`src/rtl/riscv_arb_pkg.sv`:
```
// Shared types for the imem/dmem memory port arbiter.
// FSM states, captured request bundle, grant encodings.
package riscv_arb_pkg;

    localparam int ARB_ADDR_W = 32;
    localparam int ARB_DATA_W = 32;

    localparam logic [1:0] GRANT_I = 2'b01;
    localparam logic [1:0] GRANT_D = 2'b10;

    typedef enum logic [1:0] {
        IDLE   = 2'd0,
        BUSY_I = 2'd1,
        BUSY_D = 2'd2
    } arb_state_t;

    typedef struct packed {
        logic [ARB_ADDR_W-1:0] addr;
        logic [ARB_DATA_W-1:0] wdata;
        logic [3:0]            we;
    } mem_req_t;

    // dmem wins when alone, under fixed priority, or when imem had the last grant
    function automatic logic arb_pick_dmem(
        input logic i_v,
        input logic d_v,
        input logic fixed_prio,
        input logic last_d
    );
        return d_v && (!i_v || fixed_prio || !last_d);
    endfunction

endpackage

```
`src/rtl/mem_port_arbiter_watchdog.sv`:
```
// Busy-cycle watchdog for the memory port arbiter.
// Fires in the cycle the count reaches TIMEOUT_CYC-1 without completion.
module arb_watchdog #(
    parameter int TIMEOUT_CYC = 256
) (
    input  logic clk,
    input  logic rst,
    input  logic start_i,
    input  logic busy_i,
    input  logic done_i,
    output logic expire_o
);

    localparam int CW  = (TIMEOUT_CYC > 2) ? $clog2(TIMEOUT_CYC) : 1;
    localparam int LIM = (TIMEOUT_CYC > 0) ? TIMEOUT_CYC - 1 : 0;

    logic [CW-1:0] r_cnt;

    // Count busy cycles that did not complete; restart on every new grant
    always_ff @(posedge clk or posedge rst) begin
        if (rst) begin
            r_cnt <= '0;
        end else if (start_i) begin
            r_cnt <= '0;
        end else if (busy_i && !done_i) begin
            r_cnt <= r_cnt + 1'b1;
        end
    end

    // Expiry only when enabled and the bus has not answered this cycle
    always_comb begin
        expire_o = (TIMEOUT_CYC != 0) && busy_i && !done_i
                   && (r_cnt == CW'(LIM));
    end

endmodule

```
`src/rtl/mem_port_arbiter.sv`:
```
// Shares one memory bus between the fetch and data requesters.
// One transaction in flight; watchdog aborts stalled transfers.
module mem_port_arbiter
    import riscv_arb_pkg::*;
#(
    parameter int                ADDR_W      = ARB_ADDR_W,
    parameter int                DATA_W      = ARB_DATA_W,
    parameter int                PRIO_MODE   = 0,
    parameter int                TIMEOUT_CYC = 256,
    parameter logic [DATA_W-1:0] ERR_DATA    = DATA_W'(32'hDEAD_BEEF)
) (
    input  logic              clk,
    input  logic              rst,
    input  logic              imem_valid_i,
    output logic              imem_ready_o,
    input  logic [ADDR_W-1:0] imem_addr_i,
    input  logic [DATA_W-1:0] imem_wdata_i,
    input  logic [3:0]        imem_we_i,
    output logic [DATA_W-1:0] imem_rdata_o,
    input  logic              dmem_valid_i,
    output logic              dmem_ready_o,
    input  logic [ADDR_W-1:0] dmem_addr_i,
    input  logic [DATA_W-1:0] dmem_wdata_i,
    input  logic [3:0]        dmem_we_i,
    output logic [DATA_W-1:0] dmem_rdata_o,
    output logic              mem_valid_o,
    input  logic              mem_ready_i,
    output logic [ADDR_W-1:0] mem_addr_o,
    output logic [DATA_W-1:0] mem_wdata_o,
    output logic [3:0]        mem_we_o,
    input  logic [DATA_W-1:0] mem_rdata_i,
    output logic [1:0]        grant_o,
    output logic              err_o,
    input  logic              err_clr_i
);

    arb_state_t r_state;
    arb_state_t w_next;
    mem_req_t   r_req;
    logic       r_last_d;
    logic       r_err;

    logic              w_pick_d;
    logic              w_pick_i;
    logic              w_start;
    logic              w_busy;
    logic              w_expire;
    logic              w_done;
    logic [DATA_W-1:0] w_rdata;

    // Requester selection and completion qualifiers
    always_comb begin
        w_pick_d = arb_pick_dmem(imem_valid_i, dmem_valid_i,
                                 PRIO_MODE != 0, r_last_d);
        w_pick_i = imem_valid_i && !w_pick_d;
        w_start  = (r_state == IDLE) && (w_pick_i || w_pick_d);
        w_busy   = (r_state != IDLE);
        w_done   = mem_ready_i || w_expire;
        w_rdata  = mem_ready_i ? mem_rdata_i : ERR_DATA;
    end

    arb_watchdog #(
        .TIMEOUT_CYC(TIMEOUT_CYC)
    ) u_wdog (
        .clk     (clk),
        .rst     (rst),
        .start_i (w_start),
        .busy_i  (w_busy),
        .done_i  (mem_ready_i),
        .expire_o(w_expire)
    );

    // Next-state logic: grant from IDLE, return on completion or abort
    always_comb begin
        w_next = r_state;
        unique case (r_state)
            IDLE: begin
                if (w_pick_d) begin
                    w_next = BUSY_D;
                end else if (w_pick_i) begin
                    w_next = BUSY_I;
                end
            end
            BUSY_I, BUSY_D: begin
                if (w_done) begin
                    w_next = IDLE;
                end
            end
            default: w_next = IDLE;
        endcase
    end

    // Response muxes; the idle side always sees ready=0 and rdata=0
    always_comb begin
        mem_valid_o  = w_busy;
        grant_o      = '0;
        imem_ready_o = 1'b0;
        dmem_ready_o = 1'b0;
        imem_rdata_o = '0;
        dmem_rdata_o = '0;
        if (r_state == BUSY_I) begin
            grant_o      = GRANT_I;
            imem_ready_o = w_done;
            imem_rdata_o = w_done ? w_rdata : '0;
        end else if (r_state == BUSY_D) begin
            grant_o      = GRANT_D;
            dmem_ready_o = w_done;
            dmem_rdata_o = w_done ? w_rdata : '0;
        end
        mem_addr_o  = ADDR_W'(r_req.addr);
        mem_wdata_o = DATA_W'(r_req.wdata);
        mem_we_o    = r_req.we;
        err_o       = r_err;
    end

    // State, last-grant history and captured request
    always_ff @(posedge clk or posedge rst) begin
        if (rst) begin
            r_state  <= IDLE;
            r_last_d <= 1'b0;
            r_req    <= '0;
        end else begin
            r_state <= w_next;
            if (w_start) begin
                r_last_d <= w_pick_d;
                if (w_pick_d) begin
                    r_req.addr  <= ARB_ADDR_W'(dmem_addr_i);
                    r_req.wdata <= ARB_DATA_W'(dmem_wdata_i);
                    r_req.we    <= dmem_we_i;
                end else begin
                    r_req.addr  <= ARB_ADDR_W'(imem_addr_i);
                    r_req.wdata <= ARB_DATA_W'(imem_wdata_i);
                    r_req.we    <= imem_we_i;
                end
            end
        end
    end

    // Sticky timeout flag; a new timeout beats a simultaneous clear
    always_ff @(posedge clk or posedge rst) begin
        if (rst) begin
            r_err <= 1'b0;
        end else if (w_expire) begin
            r_err <= 1'b1;
        end else if (err_clr_i) begin
            r_err <= 1'b0;
        end
    end

endmodule

```
`config.mk`:
```
export PLATFORM = sky130hd
export DESIGN_NAME = mem_port_arbiter
export DESIGN_NICKNAME = d
export VERILOG_FILES = /design/src/rtl/riscv_arb_pkg.sv /design/src/rtl/mem_port_arbiter_watchdog.sv /design/src/rtl/mem_port_arbiter.sv
export SDC_FILE = /design/constraint.sdc
export NUM_CORES = 1
export LEC_CHECK = 0
export ABC_AREA = 1
export BUFFER_PORTS_ARGS = -buffer_cell sky130_fd_sc_hd__buf_2
export CAP_MARGIN = 40
export CELL_PAD_IN_SITES_DETAIL_PLACEMENT = 1
export CELL_PAD_IN_SITES_GLOBAL_PLACEMENT = 2
export CORE_MARGIN = 4
export CORE_UTILIZATION = 21
export DETAILED_ROUTE_END_ITERATION = 10
export HOLD_SLACK_MARGIN = 0.06
export PLACE_DENSITY_LB_ADDON = 0.08
export SETUP_SLACK_MARGIN = 0.02
export SLEW_MARGIN = 20
export SYNTH_ARGS = -nofsm -noshare
export SYNTH_HDL_FRONTEND = slang
export SYNTH_SLANG_ARGS = --single-unit
```
`constraint.sdc`:
```
create_clock -name clk -period 2.8 [get_ports clk]
set_input_delay 0.28 -clock clk [delete_from_list [all_inputs] [get_ports clk]]
set_output_delay 0.28 -clock clk [all_outputs]
set_load 0.03 [all_outputs]
```
==> results.json <==
{
  "status": "completed",
  "slowest_stage": "dfrtp_1",
  "postCtsSetupBuffers": 0,
  "grt_overflow": 0,
  "hpwl_um": 14100,
  "setup_tns_ps": 0,
  "port_buffers": 311,
  "finalMaxSlewViolations": 0,
  "grt_antenna_before_repair": 5,
  "switching_power_uw": 3440,
  "layout-drive-gt1-share": 0.425,
  "wl_per_cell_um": 16.0,
  "worst_slew_pin_slew_ps": 566,
  "synth_enable_flop_cells": 0,
  "drtPass1Iterations": 4,
  "worstPathArrival_ps": 2310,
  "multi_input_area_sq_um": 2150,
  "initial_core_util": 0.216,
  "clock_tree.root_cell": "clkbuf_16",
  "leakage_uw": 0.00345,
  "synthTopCellsByArea": "dfrtp_1 (45%), nand2_1 (14%), o21a_1 (12%)",
  "post-route-util": 0.319,
  "slew_headroom": 0.623,
  "synthArstFlopShare": 1.00,
  "syn_area_per_cell_sq_um": 7.84,
  "rsz0062_at_grt": "false",
  "hold_viol_final": 0,
  "setup_viol": 0,
  "yosys.area.top_type": "dfrtp_1",
  "powerDensity_nw_per_um2": 1060,
  "synth_cells": 562,
  "synth_area_sq_um": 4410,
  "slowest_delay_ps": 370,
  "grt_usage": 0.151,
  "grt_pass1_vias": 5377,
  "synth_cell_types": 25,
  "path_class": "flop to primary output",
  "path_clk_slew_ps": 70,
  "cts_tree": "built",
  "layout_setup_ws_ps": 214,
  "cts.sinks": 80,
  "drt_iter0_drc": 128,
  "synth_top_area_frac": 0.454,
  "fin_crit_sh": 0.924,
  "crit_chain": "inv_1, ha_1, inv_2, nand2_8, nor2_8, nand2_4, nand2_1, nand2_2, nor2_1, buf_2",
  "clock_latency_ps": 340,
  "fill_cells": 2588,
  "totalWireLength_um": 18100,
  "crit_path_end_kind": "primary output",
  "crit_fanout": 25,
  "vias": 4921,
  "die_w_um": 153,
  "swShare": 0.497,
  "core_region_area_sq_um": 20400,
  "die_h_um": 153,
  "min_path_type": "input port to flop",
  "p_seq_frac": 0.282,
  "cp.required_ps": 2520,
  "final_antenna_net_count": 0,
  "finClkSkew_ps": 13.7,
  "place_congestion": 0.761,
  "cts_buffers": 9,
  "clockBufferDepth": 2,
  "max_freq_mhz": 387,
  "area_delta_synth_final_pct": 48.0,
  "max-vdd-ir-drop_mv": 0.447,
  "maxCapViolCount": 0,
  "holdWs_ps": 157,
  "finalCriticalPeriod_ps": 2590,
  "synth_ff_type": "dfrtp_1",
  "pin_count": 312,
  "comb_power_share": 0.553,
  "p_int_uw": 3480,
  "crit_path_start_kind": "flop",
  "seq_area_frac_synth": 0.454,
  "place_ws_ps": 436,
  "yosys_warnings": 0,
  "dieArea_sq_um": 23400,
  "final_nets": 1035,
  "dpl_cell_area_sq_um": 6200,
  "synthesis.nets": 741,
  "pwr-share-clk": 0.165,
  "avgViaCountPerCell": 4.34,
  "seq_area_sq_um": 2000,
  "grt_max_degree": 124,
  "htreeDepth": 3,
  "rows": 52,
  "final_area_sq_um": 6520,
  "ys_ff_latch": 80,
  "drc": 0,
  "grt_pass1_wl_um": 28600
}
## timing repair
action / in CTS / in global routing
setup endpoints to repair: 0 / 24
hold buffers: 1 / 0
gates resized for setup: 0 / 2
endpoints found under the hold margin: 27 / 0
## registers in the layout, summed over array words and instances (netlist names)
| register | cells |
|---|---|
| r_last_d | 1 |
| mem_wdata_o | 32 |
| mem_addr_o | 32 |
| err_o | 1 |
| r_state | 2 |
| u_wdog.r_cnt | 8 |
| mem_we_o | 4 |
## synth_stat cells, types with 4 or more instances
cell type    n
dfrtp_1     80
nor2_2      20
buf_2       15
inv_1       11
nand3_1     79
o21a_1      68
inv_2        4
ha_1         5
nand2_1    164
clkbuf_1    16
nor2_1      76
## worst max-delay path: cells and delay by family, from the launching register on
family | cells | cell delay, ps
buffers and inverters | 3 | 460
DFF | 1 | 370
adders and majority gates | 1 | 230
and+or+nand+nor | 6 | 910
## cells by family (layout without fill, tap and decap cells)
kind of cell | Yosys count | after routing | synth area share
other | 0 | 3 | 0
XOR/XNOR | 2 | 2 | 0.00398
buffers and inverters | 53 | 352 | 0.0579
AO/OA/AOI/OAI | 75 | 75 | 0.129
flip-flops | 80 | 80 | 0.454
AND/OR/NAND/NOR | 347 | 347 | 0.341
adder cells (fa/ha/maj) | 5 | 5 | 0.0142
## power groups by stage
| stage | Combinational (uW) | Sequential, uW | Clock [uW] |
|---|---|---|---|
| 6_report | 3830 | 1960 | 1140 |
| 5_1_grt | 4150 | 2030 | 1250 |
| 4_1_cts | 3920 | 1970 | 1210 |
| 3_5_place_dp | 3920 | 1980 | 0 |
| 3_3_place_gp | 3860 | 1960 | 0 |
| 2_1_floorplan | 1670 | 2970 | 0 |
## routing by layer
metal / GRT usage / part of all wire / vias to the layer above
met3: 0.0574 / 0.077 / 30
met2: 0.276 / 0.52 / 162
li1: - / - / 2403
met4: 0.0488 / 0.026 / 4
met5: 0 / 0.0012 / -
met1: 0.159 / 0.38 / 2322
## path summary, 6_finish.rpt
| path | start | to | slack (ps) | depth (start not counted) |
|---|---|---|---|---|
| worst min register to register | mem_we_o[1]$_DFFE_PP0P_ | mem_we_o[1]$_DFFE_PP0P_ | 480 | 1 |
| worst max register to register | r_state[0]$_DFFE_PP0P_ | mem_wdata_o[19]$_DFFE_PP0P_ | 890 | 7 |
| max in group asynchronous | rst | mem_addr_o[0]$_DFFE_PP0P_ | 1760 | 5 |
| worst max-delay path | r_state[0]$_DFFE_PP0P_ | imem_rdata_o[26] | 210 | 10 |
| min in group asynchronous | rst | u_wdog.r_cnt[4]$_DFFE_PP0P_ | 530 | 4 |
| worst min-delay path | err_clr_i | err_o$_DFFE_PP0P_ | 160 | 2 |
## cell usage in the layout (no fill, tap or decap)
cell,n
buf_2,311
nand2_1,164
dfrtp_1,80
nand3_1,79
nor2_1,76
o21a_1,68
nor2_2,20
inv_1,10
clkbuf_16,9
ha_1,5
buf_12,4
diode_2,3
inv_2,3
nor3_1,3
buf_4,3
nand2_2,2
a21oi_4,2
o21ai_1,2
xor2_1,2
a21oi_1,2
clkinv_2,2
inv_6,2
inv_8,1
nand2_8,1
nor2_8,1
nand2_4,1
clkinv_1,1
inv_4,1
o21ai_0,1
clkbuf_1,1
clkinvlp_4,1
clkbuf_8,1
clkinv_4,1
dlygate4sd3_1,1
## final cells by class
cell class                 instances  area share
sequential                        80       0.307
timing repair buffer             319       0.256
clock inverter                     5     0.00595
tap                              270      0.0518
clock buffer                      11      0.0372
multi-input combinational        429       0.329
antenna                            3     0.00115
inverter                          17      0.0115
## through the flow
step,total power (uW),instances
floorplan,4640,562
global placement,5820,1113
detailed placement,5900,1113
CTS,7100,1130
global route,7430,1134
finish,6930,1134
Power figures use the tool's default switching activity.
